$ cat config.mk
export PLATFORM = sky130hd
export DESIGN_NAME = sched_path_monitor
export DESIGN_NICKNAME = d
export VERILOG_FILES = /design/src/rtl/sched_mon_pkg.sv /design/src/rtl/sched_sat_counter.sv /design/src/rtl/sched_path_monitor.sv
export SDC_FILE = /design/constraint.sdc
export NUM_CORES = 1
export LEC_CHECK = 0
export ABC_AREA = 1
export BUFFER_PORTS_ARGS = -buffer_cell sky130_fd_sc_hd__buf_2
export CAP_MARGIN = 20
export CORE_ASPECT_RATIO = 1.5
export CORE_MARGIN = 4
export CORE_UTILIZATION = 60
export DETAILED_ROUTE_END_ITERATION = 8
export PLACE_DENSITY = 0.84
export SKIP_LAST_GASP = 1
export SYNTH_ARGS = -nofsm -noshare
export SYNTH_HDL_FRONTEND = slang
export SYNTH_SLANG_ARGS = --single-unit
$ cat constraint.sdc
create_clock -name clk -period 4 [get_ports clk]
set_clock_uncertainty 0.05 [all_clocks]
set_input_delay 0.2 -clock clk [delete_from_list [all_inputs] [get_ports clk]]
set_output_delay 0.2 -clock clk [all_outputs]
set_load 0.02 [all_outputs]
$ cat src/rtl/sched_mon_pkg.sv
// Shared types, parameter defaults and the saturating-increment helper
// used by sched_path_monitor and its counters.
package sched_mon_pkg;

    typedef enum logic [1:0] {
        ST_IDLE   = 2'd0,
        ST_DRIVE  = 2'd1,
        ST_SETTLE = 2'd2,
        ST_CHECK  = 2'd3
    } state_t;

    localparam int NPATHS_DEF   = 4;
    localparam int SETTLE_W_DEF = 4;
    localparam int CNT_W_DEF    = 8;

    // The caller's all-ones mask sets the counter width; the count holds at the mask value.
    function automatic logic [31:0] sat_inc(input logic [31:0] v, input logic [31:0] mask);
        logic [31:0] m;
        m = v & mask;
        return (m == mask) ? m : ((m + 32'd1) & mask);
    endfunction

endpackage

$ cat src/rtl/sched_sat_counter.sv
// Saturating up-counter with a synchronous clear that has priority over inc.
module sched_sat_counter
    import sched_mon_pkg::*;
#(
    parameter int W = 8
) (
    input  logic         clk,
    input  logic         rst_n,
    input  logic         inc,
    input  logic         clr,
    output logic [W-1:0] q
);

    localparam logic [W-1:0] ONES = '1;

    logic [W-1:0] q_q, q_d;

    always_comb begin
        q_d = q_q;
        if (clr) begin
            q_d = '0;
        end else if (inc) begin
            q_d = W'(sat_inc(32'(q_q), 32'(ONES)));
        end
    end

    always_ff @(posedge clk or negedge rst_n) begin
        if (!rst_n) q_q <= '0;
        else        q_q <= q_d;
    end

    assign q = q_q;

endmodule

$ cat src/rtl/sched_path_monitor.sv
// Drives one stimulus bit into parallel paths, checks their settled outputs and keeps
// per-path / trial statistics. Optional glitch detection: SCHED_PATH_MONITOR_GLITCH_EN.
module sched_path_monitor
    import sched_mon_pkg::*;
#(
    parameter int NPATHS   = NPATHS_DEF,
    parameter int SETTLE_W = SETTLE_W_DEF,
    parameter int CNT_W    = CNT_W_DEF
) (
    input  logic                    clk,
    input  logic                    rst_n,
    input  logic                    start,
    input  logic                    stim,
    input  logic [SETTLE_W-1:0]     settle,
    output logic                    ready,
    output logic                    drive,
    input  logic [NPATHS-1:0]       obs,
    output logic                    done,
    output logic [NPATHS-1:0]       fail_mask,
    output logic                    fail_any,
    output logic [NPATHS*CNT_W-1:0] path_cnt,
    output logic [CNT_W-1:0]        trial_cnt,
`ifdef SCHED_PATH_MONITOR_GLITCH_EN
    output logic [NPATHS-1:0]       glitch_mask,
`endif
    input  logic                    clr
);

    state_t                state_q, state_d;
    logic                  ready_q, ready_d;
    logic                  stim_q, stim_d;
    logic [SETTLE_W-1:0]   settle_q, settle_d;
    logic [SETTLE_W-1:0]   cnt_q, cnt_d;
    logic                  drive_q, drive_d;
    logic                  done_q, done_d;
    logic [NPATHS-1:0]     fail_mask_q, fail_mask_d;
    logic                  fail_any_q, fail_any_d;
    logic                  check;

`ifdef SCHED_PATH_MONITOR_GLITCH_EN
    logic [NPATHS-1:0]       obs_prev_q, obs_prev_d;
    logic [NPATHS-1:0][1:0]  trans_q, trans_d;
    logic [NPATHS-1:0]       glitch_q, glitch_d;
`endif

    assign check = (state_q == ST_CHECK);

    always_comb begin
        state_d     = state_q;
        stim_d      = stim_q;
        settle_d    = settle_q;
        cnt_d       = cnt_q;
        drive_d     = drive_q;
        done_d      = 1'b0;
        fail_mask_d = fail_mask_q;
        fail_any_d  = fail_any_q;
`ifdef SCHED_PATH_MONITOR_GLITCH_EN
        obs_prev_d  = obs;
        trans_d     = trans_q;
        glitch_d    = glitch_q;
`endif
        case (state_q)
            ST_IDLE: begin
`ifdef SCHED_PATH_MONITOR_GLITCH_EN
                trans_d = '0;
`endif
                if (start && ready_q) begin
                    stim_d   = stim;
                    settle_d = settle;
                    state_d  = ST_DRIVE;
                end
            end
            ST_DRIVE: begin
                drive_d = stim_q;
                cnt_d   = (settle_q == '0) ? SETTLE_W'(1) : settle_q;
                state_d = ST_SETTLE;
            end
            ST_SETTLE: begin
                if (cnt_q <= SETTLE_W'(1)) state_d = ST_CHECK;
                else                       cnt_d   = cnt_q - SETTLE_W'(1);
            end
            default: begin
                fail_mask_d = obs ^ {NPATHS{stim_q}};
                fail_any_d  = |fail_mask_d;
`ifdef SCHED_PATH_MONITOR_GLITCH_EN
                for (int unsigned i = 0; i < NPATHS; i++) begin
                    glitch_d[i] = (trans_q[i] > 2'd1);
                end
                fail_any_d = |(fail_mask_d | glitch_d);
`endif
                done_d  = 1'b1;
                state_d = ST_IDLE;
            end
        endcase
`ifdef SCHED_PATH_MONITOR_GLITCH_EN
        if (state_q == ST_DRIVE || state_q == ST_SETTLE) begin
            for (int unsigned i = 0; i < NPATHS; i++) begin
                if (obs[i] != obs_prev_q[i] && trans_q[i] != 2'd3) begin
                    trans_d[i] = trans_q[i] + 2'd1;
                end
            end
        end
`endif
        // ready stays low through the done cycle so a start there is not taken
        ready_d = (state_d == ST_IDLE) && (state_q != ST_CHECK);
    end

    always_ff @(posedge clk or negedge rst_n) begin
        if (!rst_n) begin
            state_q     <= ST_IDLE;
            ready_q     <= 1'b1;
            stim_q      <= 1'b0;
            settle_q    <= '0;
            cnt_q       <= '0;
            drive_q     <= 1'b0;
            done_q      <= 1'b0;
            fail_mask_q <= '0;
            fail_any_q  <= 1'b0;
        end else begin
            state_q     <= state_d;
            ready_q     <= ready_d;
            stim_q      <= stim_d;
            settle_q    <= settle_d;
            cnt_q       <= cnt_d;
            drive_q     <= drive_d;
            done_q      <= done_d;
            fail_mask_q <= fail_mask_d;
            fail_any_q  <= fail_any_d;
        end
    end

`ifdef SCHED_PATH_MONITOR_GLITCH_EN
    always_ff @(posedge clk or negedge rst_n) begin
        if (!rst_n) begin
            obs_prev_q <= '0;
            trans_q    <= '0;
            glitch_q   <= '0;
        end else begin
            obs_prev_q <= obs_prev_d;
            trans_q    <= trans_d;
            glitch_q   <= glitch_d;
        end
    end

    assign glitch_mask = glitch_q;
`endif

    for (genvar g = 0; g < NPATHS; g++) begin : g_path
        sched_sat_counter #(.W(CNT_W)) u_path_cnt (
            .clk   (clk),
            .rst_n (rst_n),
            .inc   (check && fail_mask_d[g]),
            .clr   (clr),
            .q     (path_cnt[g*CNT_W +: CNT_W])
        );
    end

    sched_sat_counter #(.W(CNT_W)) u_trial_cnt (
        .clk   (clk),
        .rst_n (rst_n),
        .inc   (check),
        .clr   (clr),
        .q     (trial_cnt)
    );

    assign ready     = ready_q;
    assign drive     = drive_q;
    assign done      = done_q;
    assign fail_mask = fail_mask_q;
    assign fail_any  = fail_any_q;

endmodule

# --- After elaboration in Yosys (flattened, before gate mapping) ---
# Cells that the tools add are included.
word_totals:
  ff_bits: 59
  inputBits: 13
  out_inout_bits: 48
  wordCells: 84
op_classes:
  addsub: 6
  magnitude_cmp: 1
  n_eq_ne: 15
  n_mux: 23
  bitwise_logic: 1
  reduce_logical: 24
ops:
  columns: ["cell", "n"]
  rows:
  - ["2-to-1 mux 8 bit", 15]
  - ["adder 8 x 1 -> 8 bit, second input constant", 5]
  - ["== test 8 bit, second input constant", 5]
  - ["inequality test 2 bit, second input constant", 7]
  - ["AND reduction 2 bit", 7]
  - ["2-to-1 mux 4 bit", 3]
  - ["nonzero test 2 bit", 6]
  - ["one-hot mux 4 bit (2 select lines)", 1]
  - ["logical AND 1 bit", 6]
  - ["one-hot mux 2 bit (3 select lines)", 1]
  - ["== test 2 bit, second input constant", 2]
  - ["<= comparator 4 x 1 -> 1 bit, second input constant", 1]
  - ["logical NOT 2 bit", 2]
  - ["logical NOT 4 bit", 1]
  - ["2-to-1 mux 2 bit", 2]
  - ["OR reduction 4 bit", 1]
  - ["subtractor 4 x 1 -> 4 bit, second input constant", 1]
  - ["XOR 4 bit", 1]
  - ["OR reduction 3 bit", 1]
  - ["== test 2 x 1 -> 1 bit, second input constant", 1]
  - ["2-to-1 mux 1 bit", 1]

# --- Depth between registers and ports, before layout ---
logic_depth:
  depth_word: 6
  mapped_depth: 9
  ltp_nobuf: 9

# --- Cells and area by module ---
# Synthesis repeated with hierarchy kept, for this count alone.
unflattened:
  cells_unflattened: 452
  hier_area_um2: 3483.3
modules_own_cells:
  columns: ["module", "n_inst", "cells_each", "area_per_inst_um2"]
  rows:
  - ["sched_sat_counter", 5, 69, 495.5]
  - ["sched_path_monitor", 1, 107, 1006.0]

# --- Worst setup path before layout ---
# Ideal clock, no wire load.
synth_path:
  path_type: "register to register"
  start: "reg g_path[3].u_path_cnt.q_q[0]"
  end: "reg g_path[3].u_path_cnt.q_q[3]"
  arrival_time_ns: 1.428
  required_ns: 3.876
  setup_slack_ns: 2.448
  stages_incl_launch_ff: 9
  path_cell_list: "dfrtp_1 ha_1 nand2_2 nor2_2 nand3_1 nand2_4 buf_12 nand2_1 o21ai_2"
synth_between:
  elab_chain_cells: 4
  word_cells_on_any_way: 7
synth_lines:
  columns: ["element", "line_no", "source"]
  rows:
  - ["from (decl)", "sched_sat_counter.sv:16", "logic [W-1:0] q_q, q_d;"]
  - ["from (signal assigned)", "sched_sat_counter.sv:29", "else q_q <= q_d;"]
  - ["adder 8 x 1 -> 8 bit", "sched_mon_pkg.sv:20", "return (m == mask) ? m : ((m + 32'd1) & mask);"]
  - ["2-to-1 mux 8 bit", "sched_mon_pkg.sv:20", null]
  - ["2-to-1 mux 8 bit", "sched_sat_counter.sv:22", "end else if (inc) begin"]
  - ["2-to-1 mux 8 bit", "sched_sat_counter.sv:20", "if (clr) begin"]
# Several ways; a longest one is shown, not always the timed one. The select of a mux whose other input is x is not followed.
# A chain may end at the register's enable or synchronous reset.

# --- Final worst setup path ---
layout_path:
  start: "reg state_q[0]"
  end: "reg cnt_q[1]"
layout_between:
  elab_chain_cells: 3
  word_cells_on_any_way: 6
layout_lines:
  columns: ["element", "line_no", "source"]
  rows:
  - ["from (decl)", "sched_path_monitor.sv:29", "state_t state_q, state_d;"]
  - ["from (signal assigned)", "sched_path_monitor.sv:120", "state_q <= state_d;"]
  - ["== test 2 bit or == test 2 x 1 -> 1 bit (tied branches)", "sched_path_monitor.sv:62", "case (state_q)"]
  - ["inequality test 2 bit (no source line) or nonzero test 2 bit (tied branches)", null, null]
  - ["AND reduction 2 bit (no source line)", null, null]
  - ["to (signal assigned)", "sched_path_monitor.sv:124", "cnt_q <= cnt_d;"]
  - ["to (decl)", "sched_path_monitor.sv:33", "logic [SETTLE_W-1:0] cnt_q, cnt_d;"]
# Several ways; a longest one is shown, not always the timed one.

==> out/metrics.yaml <==
routing:
  dr.first_iter.drc_count: 152
  num_vias: 3240
  routed_wl_microns: 7810
  drt_pass1_iterations: 4
  via_per_inst: 5.22
  routedWlPerCell_microns: 12.6
  drc_errors: 0
  drtAntennaViolNets: 0
grt:
  grt_pass1_vias: 3071
  track_usage_pct: 22.6
  grt_pass1_wl_microns: 13200
  grt_overflow: 0
  grt_max_degree: 60
  antenna_found_initial: 0
synthesis:
  async_flop_share_pct: 100
  ys_types: 29
  synth_fa_ha_area_share_pct: 4.21
  syn_nets: 507
  synth_most_common_cell: "nand2_1"
  synth_area_sq_um: 3560
  synthMuxAreaShare_pct: 0.632
  yosys.area_share.simple_pct: 37.2
  synth_top_flop_cell: "dfrtp_1"
  synth_warnings: 0
  synth_top_area_share_pct: 40.7
  ys_ff_latch: 59
  synth_commonest_cells: "167 x nand2_1, 58 x dfrtp_1, 53 x nand3_1, 46 x inv_1, 44 x nor2_1"
  post-synth-top-area-cell: "dfrtp_1"
  synth_compound_area_share_pct: 8.25
  avgSynthCellArea_sq_um: 7.39
  yosysSeqAreaShare_pct: 41.5
  yosys-top-cells-area: "dfrtp_1 41%, nand2_1 18%, nand3_1 7.4%"
  synth_top_family_by_area: "simple AND/OR/NAND/NOR gates"
  yosys.area_share.xor_xnor_pct: 0.246
  synthCells: 482
  synth-edff-count: 0
die:
  initial_core_util_pct: 61.6
  dieArea_sq_um: 7260
  die_h_microns: 102
  row_count: 34
  core_area_sq_um: 5790
  io_pins: 61
  die_width_microns: 70.9
sta:
  slew_headroom_pct: 49.1
  fmax_mhz: 566
  finalCriticalPeriod_ns: 1.77
  hold_viol: 0
  hold-worst-slack_ns: 0.0533
  rsz0062_at_grt: "false"
  finalSetupViolCount: 0
  fin_setup_tns_ns: 0
  slew_violations: 0
  tightest_slew_ns: 0.762
  fin_crit_sh_pct: 44.2
clock_tree:
  clockBufferDepth: 2
  cts_tree: "yes"
  cts_buffers: 9
  clock_latency_ns: 0.33
  h-tree-depth: 3
  root_buffer: "clkbuf_8"
  clkTransAtPathRegs_ns: 0.06
  cts.sinks: 59
  post_cts_resized: 0
critical_path:
  worst-endpoint-arrival_ns: 1.93
  critical_path.max_stage_delay_ns: 0.48
  cp.depth: 6
  crit_path_start: "state_q[0]"
  required_ns: 4.16
  worst-path-max-fanout: 8
  critPathKind: "reg2reg"
  endpoint_kind: "flop"
  cp_cell_sequence: "inv_1, ha_1, o21ai_0, inv_1, nand2_1, o21ai_0"
  worstSetupEndpoint: "cnt_q[1]"
  r2r_cells: 6
  timing.rr.start: "state_q[0]"
  cp_slowest_cell: "o21ai_0"
  crit_buf_inv: 2
  cp-start-kind: "flop"
  cpLargestDelayFamily: "compound AO/OA/AOI/OAI gates"
  r2r_end: "cnt_q[1]"
  rrSetupSlack_ns: 2.23
final_layout:
  syn_to_final_growth_pct: 13.0
  finish.instance_area_sq_um: 4030
  fin_util_pct: 69.6
  drive_gt1_share_pct: 22.2
  final_nets: 571
  antennaDiodeCount: 0
placed_design:
  hpwl_microns: 5690
  postPlaceCellArea_sq_um: 3870
  gp_congestion: 0.899
  numPortBuffers: 60
job:
  drv_cap: 0
pwr:
  irDropWorstVdd_v: 0.000330
  p_per_area_nw_per_um2: 492
  p_leak_nw: 2.05
worst_hold_path:
  hold_path_class: "in2reg"
run_status:
  status: "completed"
## how the worst min path moves through the flow
stage | end | from | cells after the start
floorplan | cnt_q[0] | rst_n | 0
global placement | g_path[1].u_path_cnt.q[7] | rst_n | 2
detailed placement | cnt_q[1] | rst_n | 2
CTS | settle_q[1] | settle[1] | 2
global route | settle_q[3] | settle[3] | 2
finish | settle_q[1] | settle[1] | 2
## registers in the layout, summed over array words and instances (netlist names), 2 cells and up
signal / flops
settle_q: 4
state_q: 2
g_path.u_path_cnt.q: 32
u_trial_cnt.q: 8
fail_mask: 4
cnt_q: 4
## where the power goes
part	internal, mW	switching, mW	total (mW)	leakage (nW)
Sequential	0.729	0.118	0.847	0.773
Clock	0.213	0.219	0.432	0.0815
Combinational	0.239	0.462	0.700	1.19
Total	1.18	0.799	1.98	2.05
## metal layers
metal  vias to the layer above  routed length (microns)  track usage, %
met4                         0                      184            10.6
li1                       1659                        -               -
met1                      1474                     3090            25.6
met5                         -                        0               0
met2                        89                     4090            39.7
met3                        18                      442            5.81
## logic make-up after synthesis
kind of cell,Yosys count
adders and majority gates,12
AOI/OAI and AO/OA,47
xor gates and xnor gates,1
buffers and inverters,60
DFF,59
and+or+nand+nor,301
muxes,2
## stage by stage
step	cells	worst slack [ns]	power, mW
after CTS	621	2.24	2.00
after floorplan	482	2.45	1.36
after global routing	621	2.05	2.13
final	621	2.23	1.98
after global placement	606	2.35	1.53
after detailed placement	606	2.23	1.56
## cells in the final DEF (no fill, tap or decap)
cell,Yosys,routed
dfstp_2,1,1
nor3b_1,1,1
dlygate4sd3_1,0,1
nand4_1,5,5
nand3b_1,5,5
buf_2,2,60
nor2_1,44,44
xor2_1,1,1
inv_1,46,46
dfrtp_1,58,58
o21ai_1,14,14
nor2_2,1,1
nand3_2,5,5
o21ai_2,15,15
ha_1,12,12
o21bai_1,1,1
buf_4,2,1
nand2_2,14,14
inv_2,4,4
a21oi_1,5,5
or2_2,4,4
nand2_1,167,167
nand3_1,53,53
mux2_2,2,2
o21ai_0,12,12
clkbuf_1,0,1
clkinv_1,1,1
clkinv_2,0,4
clkbuf_8,0,9
nand2_4,2,2
## area by class of cell
| type | count | area [sq um] |
|---|---|---|
| clock inverters | 4 | 20.0 |
| inverters | 51 | 191 |
| fillers | 479 | 1760 |
| flip-flops and latches | 59 | 1480 |
| repair buffers | 62 | 318 |
| well taps | 72 | 90.1 |
| clock buffers | 10 | 128 |
| multi-input cells | 363 | 1800 |
## repair_timing
action                    in CTS  in global routing
hold buffers                   1                  0
hold endpoints to repair      47                  0
setup buffers                  0                  0
(Power assumes the default switching activity.)
